$ cat src/rtl/spi_master_fifo_pkg.sv
`default_nettype none
// ============================================================================
// Module  : spi_master_fifo_pkg
// Brief   : Register map, bit indices and FSM states shared by the SPI master.
// Revision: 1.0 - initial release
// ============================================================================
package spi_master_fifo_pkg;

    localparam logic [2:0] c_addrCtrl   = 3'd0;
    localparam logic [2:0] c_addrPre    = 3'd1;
    localparam logic [2:0] c_addrSs     = 3'd2;
    localparam logic [2:0] c_addrStatus = 3'd3;
    localparam logic [2:0] c_addrData   = 3'd4;

    localparam int c_ctrlCpol     = 0;
    localparam int c_ctrlCpha     = 1;
    localparam int c_ctrlLsbFirst = 2;
    localparam int c_ctrlEnable   = 3;
    localparam int c_ctrlIeRx     = 4;
    localparam int c_ctrlIeTx     = 5;

    localparam int c_stBusy    = 0;
    localparam int c_stTxFull  = 1;
    localparam int c_stTxEmpty = 2;
    localparam int c_stRxFull  = 3;
    localparam int c_stRxEmpty = 4;
    localparam int c_stRxOvf   = 5;
    localparam int c_stTxOvf   = 6;

    typedef enum logic [2:0] {
        S_IDLE  = 3'd0,
        S_LOAD  = 3'd1,
        S_LEAD  = 3'd2,
        S_TRAIL = 3'd3,
        S_DONE  = 3'd4
    } spiState_e;

endpackage
`default_nettype wire

$ cat src/rtl/spi_master_fifo_fifo.sv
`default_nettype none
// ============================================================================
// Module  : spi_master_fifo_fifo
// Brief   : Synchronous FIFO with full/empty flags; push and pop may coincide.
// Revision: 1.0 - initial release
// ============================================================================
module spi_master_fifo_fifo #(
    parameter int DW    = 8,
    parameter int DEPTH = 4
) (
    input  logic          clk,
    input  logic          rst_n,
    input  logic          i_push,
    input  logic          i_pop,
    input  logic [DW-1:0] i_data,
    output logic [DW-1:0] o_data,
    output logic          o_full,
    output logic          o_empty
);

    localparam int c_ptrW = $clog2(DEPTH);

    logic [DW-1:0]     r_mem [DEPTH];
    logic [c_ptrW-1:0] r_wrPtr;
    logic [c_ptrW-1:0] r_rdPtr;
    logic [c_ptrW:0]   r_count;
    logic              w_doPush;
    logic              w_doPop;

    // A pop frees a slot in the same cycle, so a full FIFO still accepts a push.
    assign w_doPop  = i_pop & ~o_empty;
    assign w_doPush = i_push & (~o_full | w_doPop);

    always_ff @(posedge clk) begin
        if (!rst_n) begin
            r_wrPtr <= '0;
            r_rdPtr <= '0;
            r_count <= '0;
        end else begin
            if (w_doPush) r_wrPtr <= r_wrPtr + 1'b1;
            if (w_doPop)  r_rdPtr <= r_rdPtr + 1'b1;
            case ({w_doPush, w_doPop})
                2'b10:   r_count <= r_count + 1'b1;
                2'b01:   r_count <= r_count - 1'b1;
                default: r_count <= r_count;
            endcase
        end
    end

    always_ff @(posedge clk) begin
        if (w_doPush) r_mem[r_wrPtr] <= i_data;
    end

    assign o_data  = r_mem[r_rdPtr];
    assign o_full  = (r_count == (c_ptrW+1)'(DEPTH));
    assign o_empty = (r_count == '0);

endmodule
`default_nettype wire

$ cat src/rtl/spi_master_fifo.sv
`default_nettype none
// ============================================================================
// Module  : spi_master_fifo
// Brief   : Register-mapped SPI master, all CPOL/CPHA modes, TX/RX FIFOs.
// Revision: 1.0 - initial release
// ============================================================================
module spi_master_fifo
    import spi_master_fifo_pkg::*;
#(
    parameter int DW    = 8,
    parameter int NSS   = 8,
    parameter int DEPTH = 4,
    parameter int PRE_W = 4
) (
    input  logic           Clk,
    input  logic           Rst_n,
    input  logic [2:0]     Addr,
    input  logic           Wr,
    input  logic           Rd,
    input  logic [DW-1:0]  DataWr,
    output logic [DW-1:0]  DataRd,
    input  logic           MISO,
    output logic           MOSI,
    output logic           SCK,
    output logic [NSS-1:0] SlaveSelectors,
    output logic           Irq
);

    localparam int c_bitW = $clog2(DW);

    logic             r_cpol, r_cpha, r_lsbFirst, r_enable, r_ieRx, r_ieTx;
    logic [PRE_W-1:0] r_pre;
    logic [NSS-1:0]   r_ss;
    logic             r_rxOvf, r_txOvf;
    spiState_e        r_state, w_nextState;
    logic [PRE_W-1:0] r_preCnt;
    logic [c_bitW-1:0] r_bitCnt;
    logic [DW-1:0]    r_txShift, r_rxShift;
    logic             r_mosi, r_sck;

    logic          w_txFull, w_txEmpty, w_rxFull, w_rxEmpty;
    logic [DW-1:0] w_txHead, w_rxHead;
    logic          w_busy, w_preDone, w_lead, w_trail, w_sample, w_shift;
    logic          w_txPush, w_txPop, w_rxPush, w_rxPop;

    function automatic logic [DW-1:0] shiftTx(input logic [DW-1:0] v, input logic lsb);
        return lsb ? {1'b0, v[DW-1:1]} : {v[DW-2:0], 1'b0};
    endfunction

    function automatic logic headBit(input logic [DW-1:0] v, input logic lsb);
        return lsb ? v[0] : v[DW-1];
    endfunction

    assign w_busy    = (r_state != S_IDLE);
    assign w_preDone = (r_preCnt == r_pre);
    assign w_lead    = (r_state == S_LEAD) & w_preDone;
    assign w_trail   = (r_state == S_TRAIL) & w_preDone;
    assign w_sample  = r_cpha ? w_trail : w_lead;
    assign w_shift   = r_cpha ? w_lead : w_trail;

    assign w_txPush = Wr & (Addr == c_addrData);
    assign w_txPop  = (r_state == S_LOAD);
    assign w_rxPush = (r_state == S_DONE);
    assign w_rxPop  = Rd & (Addr == c_addrData) & ~w_rxEmpty;

    spi_master_fifo_fifo #(.DW(DW), .DEPTH(DEPTH)) u_txFifo (
        .clk     (Clk),
        .rst_n   (Rst_n),
        .i_push  (w_txPush),
        .i_pop   (w_txPop),
        .i_data  (DataWr),
        .o_data  (w_txHead),
        .o_full  (w_txFull),
        .o_empty (w_txEmpty)
    );

    spi_master_fifo_fifo #(.DW(DW), .DEPTH(DEPTH)) u_rxFifo (
        .clk     (Clk),
        .rst_n   (Rst_n),
        .i_push  (w_rxPush),
        .i_pop   (w_rxPop),
        .i_data  (r_rxShift),
        .o_data  (w_rxHead),
        .o_full  (w_rxFull),
        .o_empty (w_rxEmpty)
    );

    always_ff @(posedge Clk) begin
        if (!Rst_n) r_state <= S_IDLE;
        else        r_state <= w_nextState;
    end

    always_comb begin
        w_nextState = r_state;
        case (r_state)
            S_IDLE:  if (r_enable && !w_txEmpty) w_nextState = S_LOAD;
            S_LOAD:  w_nextState = S_LEAD;
            S_LEAD:  if (w_preDone) w_nextState = S_TRAIL;
            S_TRAIL: if (w_preDone) w_nextState = (r_bitCnt == '0) ? S_DONE : S_LEAD;
            S_DONE:  w_nextState = S_IDLE;
            default: w_nextState = S_IDLE;
        endcase
    end

    // Shifter: with CPHA=0 the first bit is presented at LOAD, so the TX
    // register is pre-shifted there; every later shift edge exposes the next bit.
    always_ff @(posedge Clk) begin
        if (!Rst_n) begin
            r_preCnt  <= '0;
            r_bitCnt  <= '0;
            r_txShift <= '0;
            r_rxShift <= '0;
            r_mosi    <= 1'b0;
            r_sck     <= 1'b0;
        end else begin
            if ((r_state == S_LEAD || r_state == S_TRAIL) && !w_preDone)
                r_preCnt <= r_preCnt + 1'b1;
            else
                r_preCnt <= '0;

            if (r_state == S_IDLE)     r_sck <= r_cpol;
            else if (w_lead || w_trail) r_sck <= ~r_sck;

            if (r_state == S_LOAD) begin
                r_bitCnt <= c_bitW'(DW-1);
                if (r_cpha) begin
                    r_txShift <= w_txHead;
                end else begin
                    r_txShift <= shiftTx(w_txHead, r_lsbFirst);
                    r_mosi    <= headBit(w_txHead, r_lsbFirst);
                end
            end else if (w_shift) begin
                r_mosi    <= headBit(r_txShift, r_lsbFirst);
                r_txShift <= shiftTx(r_txShift, r_lsbFirst);
            end

            if (w_trail && r_bitCnt != '0) r_bitCnt <= r_bitCnt - 1'b1;

            if (w_sample)
                r_rxShift <= r_lsbFirst ? {MISO, r_rxShift[DW-1:1]} : {r_rxShift[DW-2:0], MISO};
        end
    end

    always_ff @(posedge Clk) begin
        if (!Rst_n) begin
            {r_cpol, r_cpha, r_lsbFirst, r_enable, r_ieRx, r_ieTx} <= '0;
            r_pre   <= '0;
            r_ss    <= '1;
            r_rxOvf <= 1'b0;
            r_txOvf <= 1'b0;
        end else begin
            if (Wr && Addr == c_addrCtrl && !w_busy) begin
                r_cpol     <= DataWr[c_ctrlCpol];
                r_cpha     <= DataWr[c_ctrlCpha];
                r_lsbFirst <= DataWr[c_ctrlLsbFirst];
                r_enable   <= DataWr[c_ctrlEnable];
                r_ieRx     <= DataWr[c_ctrlIeRx];
                r_ieTx     <= DataWr[c_ctrlIeTx];
            end
            if (Wr && Addr == c_addrPre && !w_busy) r_pre <= DataWr[PRE_W-1:0];
            if (Wr && Addr == c_addrSs)              r_ss  <= DataWr[NSS-1:0];
            if (Wr && Addr == c_addrStatus) begin
                if (DataWr[c_stRxOvf]) r_rxOvf <= 1'b0;
                if (DataWr[c_stTxOvf]) r_txOvf <= 1'b0;
            end
            // A new overflow in the same cycle as its clear wins.
            if (w_txPush && w_txFull && !w_txPop) r_txOvf <= 1'b1;
            if (w_rxPush && w_rxFull && !w_rxPop) r_rxOvf <= 1'b1;
        end
    end

    always_comb begin
        DataRd = '0;
        case (Addr)
            c_addrCtrl: begin
                DataRd[c_ctrlCpol]     = r_cpol;
                DataRd[c_ctrlCpha]     = r_cpha;
                DataRd[c_ctrlLsbFirst] = r_lsbFirst;
                DataRd[c_ctrlEnable]   = r_enable;
                DataRd[c_ctrlIeRx]     = r_ieRx;
                DataRd[c_ctrlIeTx]     = r_ieTx;
            end
            c_addrPre: DataRd[PRE_W-1:0] = r_pre;
            c_addrSs:  DataRd[NSS-1:0]   = r_ss;
            c_addrStatus: begin
                DataRd[c_stBusy]    = w_busy;
                DataRd[c_stTxFull]  = w_txFull;
                DataRd[c_stTxEmpty] = w_txEmpty;
                DataRd[c_stRxFull]  = w_rxFull;
                DataRd[c_stRxEmpty] = w_rxEmpty;
                DataRd[c_stRxOvf]   = r_rxOvf;
                DataRd[c_stTxOvf]   = r_txOvf;
            end
            c_addrData: if (!w_rxEmpty) DataRd = w_rxHead;
            default:    DataRd = '0;
        endcase
    end

    assign MOSI           = r_mosi;
    assign SCK            = r_sck;
    assign SlaveSelectors = r_ss;
    assign Irq            = (~w_rxEmpty & r_ieRx) | (w_txEmpty & r_ieTx & ~w_busy);

endmodule
`default_nettype wire

$ cat config.mk
export PLATFORM = sky130hd
export DESIGN_NAME = spi_master_fifo
export DESIGN_NICKNAME = d
export VERILOG_FILES = /design/src/rtl/spi_master_fifo_pkg.sv /design/src/rtl/spi_master_fifo_fifo.sv /design/src/rtl/spi_master_fifo.sv
export SDC_FILE = /design/constraint.sdc
export NUM_CORES = 1
export LEC_CHECK = 0
export ABC_AREA = 1
export BUFFER_PORTS_ARGS = -buffer_cell sky130_fd_sc_hd__buf_2
export CORE_AREA = 2 2 90 135
export DETAILED_ROUTE_END_ITERATION = 12
export DIE_AREA = 0 0 92 137
export HOLD_SLACK_MARGIN = 0.1
export PLACE_DENSITY = 0.74
export RECOVER_POWER = 25
export SETUP_SLACK_MARGIN = 0.05
export SYNTH_ARGS = -nofsm -noshare
export SYNTH_HDL_FRONTEND = slang
export SYNTH_HIERARCHICAL = 1
export SYNTH_SLANG_ARGS = --single-unit
$ cat constraint.sdc
create_clock -name Clk -period 2 [get_ports Clk]
set_input_delay 0.1 -clock Clk [delete_from_list [all_inputs] [get_ports Clk]]
set_output_delay 0.1 -clock Clk [all_outputs]
set_load 0.01 [all_outputs]
==> metrics.md, run 1 <==
| Metric | Value |
|---|---|
| Core Region | `11,400 um2` |
| Total congestion overflow | `0` |
| Die height | `137 um` |
| Starting Density | `0.535` |
| CTS tree | `yes` |
| Largest net degree at the start of global routing | `23` |
| CP Data Arrival Time | `2.26 ns` |
| Antenna violations before repair | `0` |
| Critical path class | `reg -> reg` |
| R2R Path End | `u_rxFifo/r_wrPtr[1]` |
| Worst path required time | `2.31 ns` |
| Yosys reg bits | `130` |
| Detailed Routing Iterations Pass 1 | `5` |
| Status | `completed` |
| Post-synth EDFFs | `64` |
| Synth cell types | `42` |
| Post-synthesis net count | `742` |
| Area contributors post-synth | `edfxtp_1 31%, dfxtp_1 22%, nand2_1 8.9%` |
| Vias in the first global route | `4,993` |
| Top-count cell post-synth | `nand2_1` |
| Synth Cell Area | `6110 um2` |
| Die Wd | `92 um` |
| Final Wtd Congestion | `0.891` |
| First-pass GRT wire length | `23,700 um` |
| Least-Margin Pin Slew | `0.558 ns` |
| Antenna Violating Nets Remaining | `0` |
| Register Area | `3250 um2` |
| Flop-to-flop setup slack | `0.05 ns` |
| Met3 WL | `722 um` |
| Post-route total power | `7490 uW` |
| Die area | `12,600 um2` |
| CP startpoint kind | `flop` |
| Num ports | `35` |
| Sequential element share of the synthesized area | `0.531` |
| PortBufs | `34` |
| Final #Nets | `832` |
| Rel. slew slack | `0.625` |
| WL/cell | `15.8 um` |
| Pleak | `0.00305 uW` |
| Dpl ws | `-0.0257 ns` |
| CP max FO | `4` |
| FP Rows | `48` |
| Area fraction of the dominant cell type after synthesis | `0.315` |
| Setup repair after global routing missed its margin | `yes` |
| Worst vdd ir | `0.000796 V` |
| Cell count of the worst reg-to-reg path | `16` |
| WL met2 | `8000 um` |
| Layout area overhead | `22.1%` |
| Power per cell area | `1000 nW/um2` |
| Syn. warnings | `6` |
| Layout cells sized above 1 | `0.210` |
| Post-DP HPWL | `10,800 um` |
| Highest Clock Rate | `0.512 GHz` |
| Crit share post-route | `0.977` |
| Clock Sinks | `130` |
| # setup viols final | `0` |
| Clock Path Buffers | `2` |
| Routed vias | `5,267` |
| Hold EP | `r_rxOvf` |
| M1 wire length | `5850 um` |
| Fin. Hold Viols | `0` |
| Final Max Slew Viols | `0` |
| Clock slew at reported path FFs | `0.06 ns` |
| Post-synth top flop | `dfxtp_1` |
| Mapped Cells | `711` |
| Final min period | `1.95 ns` |
| Top Layer Used | `met4` |
| Worst Hold Depth | `4` |
| Hold WC Path Type | `in -> reg` |
| Drt initial violations | `346` |
| Worst setup EP type | `flop` |
| Commonest cells post-synth | `144 x nand2_1, 87 x nor2_1, 86 x inv_1` |
| DRC viols | `0` |
| Vias per cell | `5.46` |
| Routed wire length | `15,200 um` |
| Fill cells | `940` |
| GRT Util Overall | `0.245` |
| Multi-input gate area in the final layout | `2540 um2` |
| Post-synth top area cell | `edfxtp_1` |
| FFs w/ async S/R, synth | `0` |
| Ant diodes | `0` |
| Syn avg cell area | `8.59 um2` |
| CTS root buffer | `clkbuf_16` |
| Clock latency at the later pin of the worst-skew pair | `0.42 ns` |
| Worst Clk Skew | `0.0102 ns` |
| Num CTS Buffers | `17` |
| Max-cap violations | `0` |
| H-tree levels | `4` |
| Hold path start | `Wr` |
| Worst flop-to-flop path startpoint | `u_rxFifo/r_count[0]` |
| Final worst slack | `0.0463 ns` |
what timing repair did:
action	CTS	global route
gates resized for setup	14	16
setup endpoints to repair	3	36
hold buffers	10	0
setup buffers	9	5
hold endpoints to repair	53	0
pin swaps	7	7
worst max path at each step:
| stage | slack (ns) | end | cells after the start | from |
|---|---|---|---|---|
| 6_report | 0.05 | u_rxFifo/r_wrPtr[1] | 16 | u_rxFifo/r_count[0] |
| 3_3_place_gp | 0.007 | u_rxFifo/r_count[2] | 15 | Addr[0] |
| 4_1_cts | 0.05 | u_rxFifo/r_count[2] | 16 | u_rxFifo/r_count[1] |
| 3_5_place_dp | -0.03 | u_rxFifo/r_count[2] | 17 | u_rxFifo/r_count[0] |
| 5_1_grt | -0.07 | u_rxFifo/r_count[2] | 16 | u_rxFifo/r_count[2] |
| 2_1_floorplan | 0.05 | u_rxFifo/r_count[2] | 18 | u_rxFifo/r_count[0] |
power breakdown:
| part | switching [uW] | internal (uW) | leakage, uW | total (uW) |
|---|---|---|---|---|
| Combinational | 952 | 493 | 0.00167 | 1440 |
| Clock | 1150 | 1610 | 0.000254 | 2760 |
| Sequential | 227 | 3050 | 0.00112 | 3280 |
| Total | 2330 | 5160 | 0.00305 | 7490 |
flip-flops by register name (all words and copies together), names as in the netlist, 4 cells and up, named ones only:
name            cells
r_rxShift           8
r_txShift           8
SlaveSelectors      8
r_preCnt            4
u_txFifo/r_mem     32
r_pre               4
u_rxFifo/r_mem     32
routing by layer:
metal,vias to the layer above,GRT usage
met5,-,0
met4,0,0.139
met3,44,0.0479
met2,202,0.451
met1,2455,0.260
li1,2566,-
kinds of logic after synthesis:
group                      count (synthesis)  synth area share
AOI/OAI and AO/OA                        150             0.143
xor gates and xnor gates                   3           0.00430
and+or+nand+nor                          301             0.211
DFF                                      130             0.531
buffers and inverters                    111            0.0756
adders and majority gates                 15            0.0332
muxes                                      1           0.00164
metrics by stage:
step                setup TNS [ns]  std cells   util  hold slack (ns)  cell area, um2
floorplan                        0        711      -            0.199            6160
global placement                 0        908  0.582            0.342            6640
detailed placement         -0.0257        908  0.582            0.345            6640
CTS                              0        959  0.646            0.131            7370
global route                -0.125        964  0.654            0.186            7460
finish                           0        964  0.654            0.153            7460
placed cells by master (no fill, tap or decap), types with 15 or more instances in the layout:
cell type / n
edfxtp_1: 64
nor2_1: 85
dfxtp_1: 60
buf_2: 26
o22ai_1: 17
buf_4: 43
a21oi_1: 33
nand3_1: 36
o21ai_0: 62
inv_2: 15
inv_1: 77
nand2_1: 139
clkbuf_16: 17
critical path, stage by stage (launching register included):
cell and delay (ns):
dfxtp_2 0.33, nor2_4 0.11, nand2_2 0.08, inv_2 0.07
inv_2 0.05, nand2_4 0.08, nor2_4 0.05, inv_2 0.06
nand3_4 0.07, buf_4 0.14, buf_4 0.12, buf_4 0.12
buf_4 0.12, buf_4 0.12, buf_4 0.14, a21oi_1 0.12
nor2_1 0.05
area by class of cell:
type                       instances  area share
sequential                       130       0.436
tap                              150      0.0252
clock buffer                      20      0.0599
clock inverter                    12      0.0114
multi-input combinational        470       0.340
inverter                          94      0.0476
timing repair buffer              88      0.0797
Note: power is estimated with default switching activity, not from simulation.
==> inputs of run 2 (changes only) <==
--- a/config.mk
+++ b/config.mk
@@ -11,7 +11,7 @@
 export DETAILED_ROUTE_END_ITERATION = 12
 export DIE_AREA = 0 0 92 137
 export HOLD_SLACK_MARGIN = 0.1
-export PLACE_DENSITY = 0.74
+export PLACE_DENSITY = 0.71
 export RECOVER_POWER = 25
 export SETUP_SLACK_MARGIN = 0.05
 export SYNTH_ARGS = -nofsm -noshare
==> run 2 against run 1 <==
Effect of this change:
- global-route usage is 0.41 points higher
- wire length is 1.6% lower
- largest cell class unchanged
- clock-buffer cell count is 3 lower
- hold slack better by 0.0027 ns
- first-iteration DRC count is 3.5% higher
- cell count is 0.62% lower
- via count is 0.51% higher
- critical endpoint is now u_rxFifo/r_count[2]
- combinational power hardly changed
==> metrics.md, run 2 (synthesis results as in run 1) <==
| Metric | Value |
|---|---|
| Status | `completed` |
| Layout area overhead | `23.0%` |
| Slowest-stage cell, CP | `fa_2` |
| Cell Chain, Critical Path | `nor2_4 -> buf_4 -> buf_4 -> buf_4 -> buf_4 -> nand3_4 -> nand2_4 -> ha_4 -> inv_4 -> fa_2 -> inv_1 -> nand2_1 -> nand3_2 -> nand2_1 -> nand2_1 -> nor2_1` |
| DRC viols | `0` |
| CP dominant cell by count | `buf_4` |
| Antenna Violating Nets Remaining | `0` |
| Die height | `137 um` |
| Routed wire length | `15,000 um` |
| CTS root buffer | `clkbuf_16` |
| Clock slew at reported path FFs | `0.06 ns` |
| Drt initial violations | `358` |
| Antenna violations before repair | `0` |
| # setup viols final | `0` |
| Die Wd | `92 um` |
| Worst path required time | `2.31 ns` |
| Final #Nets | `826` |
| Top flop regs | `u_rxFifo/r_mem x32, u_txFifo/r_mem x32` |
| Total congestion overflow | `0` |
| Final worst slack | `0.0187 ns` |
| Ant diodes | `0` |
| CP max FO | `2` |
| Worst vdd ir | `0.000888 V` |
| Clock latency at the later pin of the worst-skew pair | `0.41 ns` |
| Pleak | `0.00306 uW` |
| PortBufs | `34` |
| Finished Cell Area | `7510 um2` |
| Detailed Routing Iterations Pass 1 | `5` |
| CP top delay family | `adder cells` |
| Clock Path Buffers | `2` |
| Register Area | `3260 um2` |
| Largest net degree at the start of global routing | `25` |
| Vias per cell | `5.53` |
| Dpl ws | `-0.0611 ns` |
| Power per cell area | `1040 nW/um2` |
| Crit share post-route | `0.991` |
| Routed vias | `5,294` |
| Sum of buffers and inverters on the critical path | `6` |
| H-tree levels | `4` |
| GRT Util Overall | `0.249` |
| Most frequent cells in the layout | `133 x nand2_1, 85 x nor2_1, 75 x inv_1` |
| Vias in the first global route | `5,114` |
| Core Region | `11,400 um2` |
| Layout cells sized above 1 | `0.222` |
| Post-DP HPWL | `11,000 um` |
| Worst Clk Skew | `0.00745 ns` |
| CP Data Arrival Time | `2.29 ns` |
| Final min period | `1.98 ns` |
| Slowest stage delay, CP | `0.39 ns` |
| Max-cap violations | `0` |
| Num CTS Buffers | `17` |
| Multi-input gate area in the final layout | `2560 um2` |
| Rel. slew slack | `0.642` |
| Critical path class | `reg -> reg` |
| Final Core Density | `0.658` |
| Hold WC Path Type | `in -> reg` |
| Die area | `12,600 um2` |
| Clock Sinks | `130` |
| CTS tree | `yes` |
| Num ports | `35` |
| Starting Density | `0.535` |
| FP Rows | `48` |
| Least-Margin Pin Slew | `0.537 ns` |
| WL/cell | `15.6 um` |
| Setup repair after global routing missed its margin | `yes` |
| CP startpoint kind | `flop` |
| First-pass GRT wire length | `24,100 um` |
| Final Wtd Congestion | `0.899` |
| Highest Clock Rate | `0.505 GHz` |
| Commonest non-fill, non-tap cell in the layout | `nand2_1` |
| Worst setup EP type | `flop` |
| Final Max Slew Viols | `0` |
| Fill cells | `924` |
| Fin. Hold Viols | `0` |
| Placed Area | `6640 um2` |
-- run 2: power by group --
part / total [uW] / switching, uW / internal (uW)
Combinational: 1460 / 962 / 497
Sequential: 3290 / 232 / 3050
Clock: 3040 / 1200 / 1840
-- run 2: layout make-up --
| cell class | instances | area share |
|---|---|---|
| clock buffers | 17 | 0.0566 |
| multi-input cells | 470 | 0.340 |
| clock inverters | 15 | 0.0211 |
| well taps | 150 | 0.0250 |
| repair buffers | 82 | 0.0756 |
| flip-flops and latches | 130 | 0.433 |
| inverters | 94 | 0.0481 |
-- run 2: worst reg2reg max path: cells and delay by family (launching register included) --
kind,cells,cell delay [ns]
adders and majority gates,2,0.53
buffers and inverters,6,0.49
DFF,1,0.33
and+or+nand+nor,8,0.52
-- run 2: final timing paths --
path / from / to / slack [ns] / depth (start not counted)
hold reg to reg: r_bitCnt[1] / r_bitCnt[1] / 0.46 / 1
setup / recovery: u_rxFifo/r_count[1] / u_rxFifo/r_count[2] / 0.02 / 16
hold / removal: Rd / r_rxOvf / 0.16 / 4
setup reg to reg: u_rxFifo/r_count[1] / u_rxFifo/r_count[2] / 0.02 / 16
-- run 2: what timing repair did --
action	4_1_cts	5_1_grt
resized for setup	21	25
hold endpoints to repair	50	0
pin swaps	6	11
hold buffers	9	0
setup buffers	7	2
endpoints found under the setup margin	6	13
-- run 2: per-layer routing --
layer / global-route usage / wire length, um / part of all wire
met5: 0 / 0 / 0
met4: 0.139 / 663 / 0.044
met3: 0.0518 / 671 / 0.045
met2: 0.455 / 7920 / 0.53
met1: 0.267 / 5730 / 0.38
-- run 2: metrics by stage --
step / power, uW / hold slack, ns / setup TNS, ns / cells
5_1_grt: 8120 / 0.174 / -0.220 / 958
2_1_floorplan: 4270 / 0.199 / 0 / 711
3_3_place_gp: 4650 / 0.341 / -0.0178 / 908
3_5_place_dp: 4720 / 0.351 / -0.0611 / 908
4_1_cts: 7790 / 0.148 / -0.00483 / 956
6_report: 7780 / 0.155 / 0 / 958
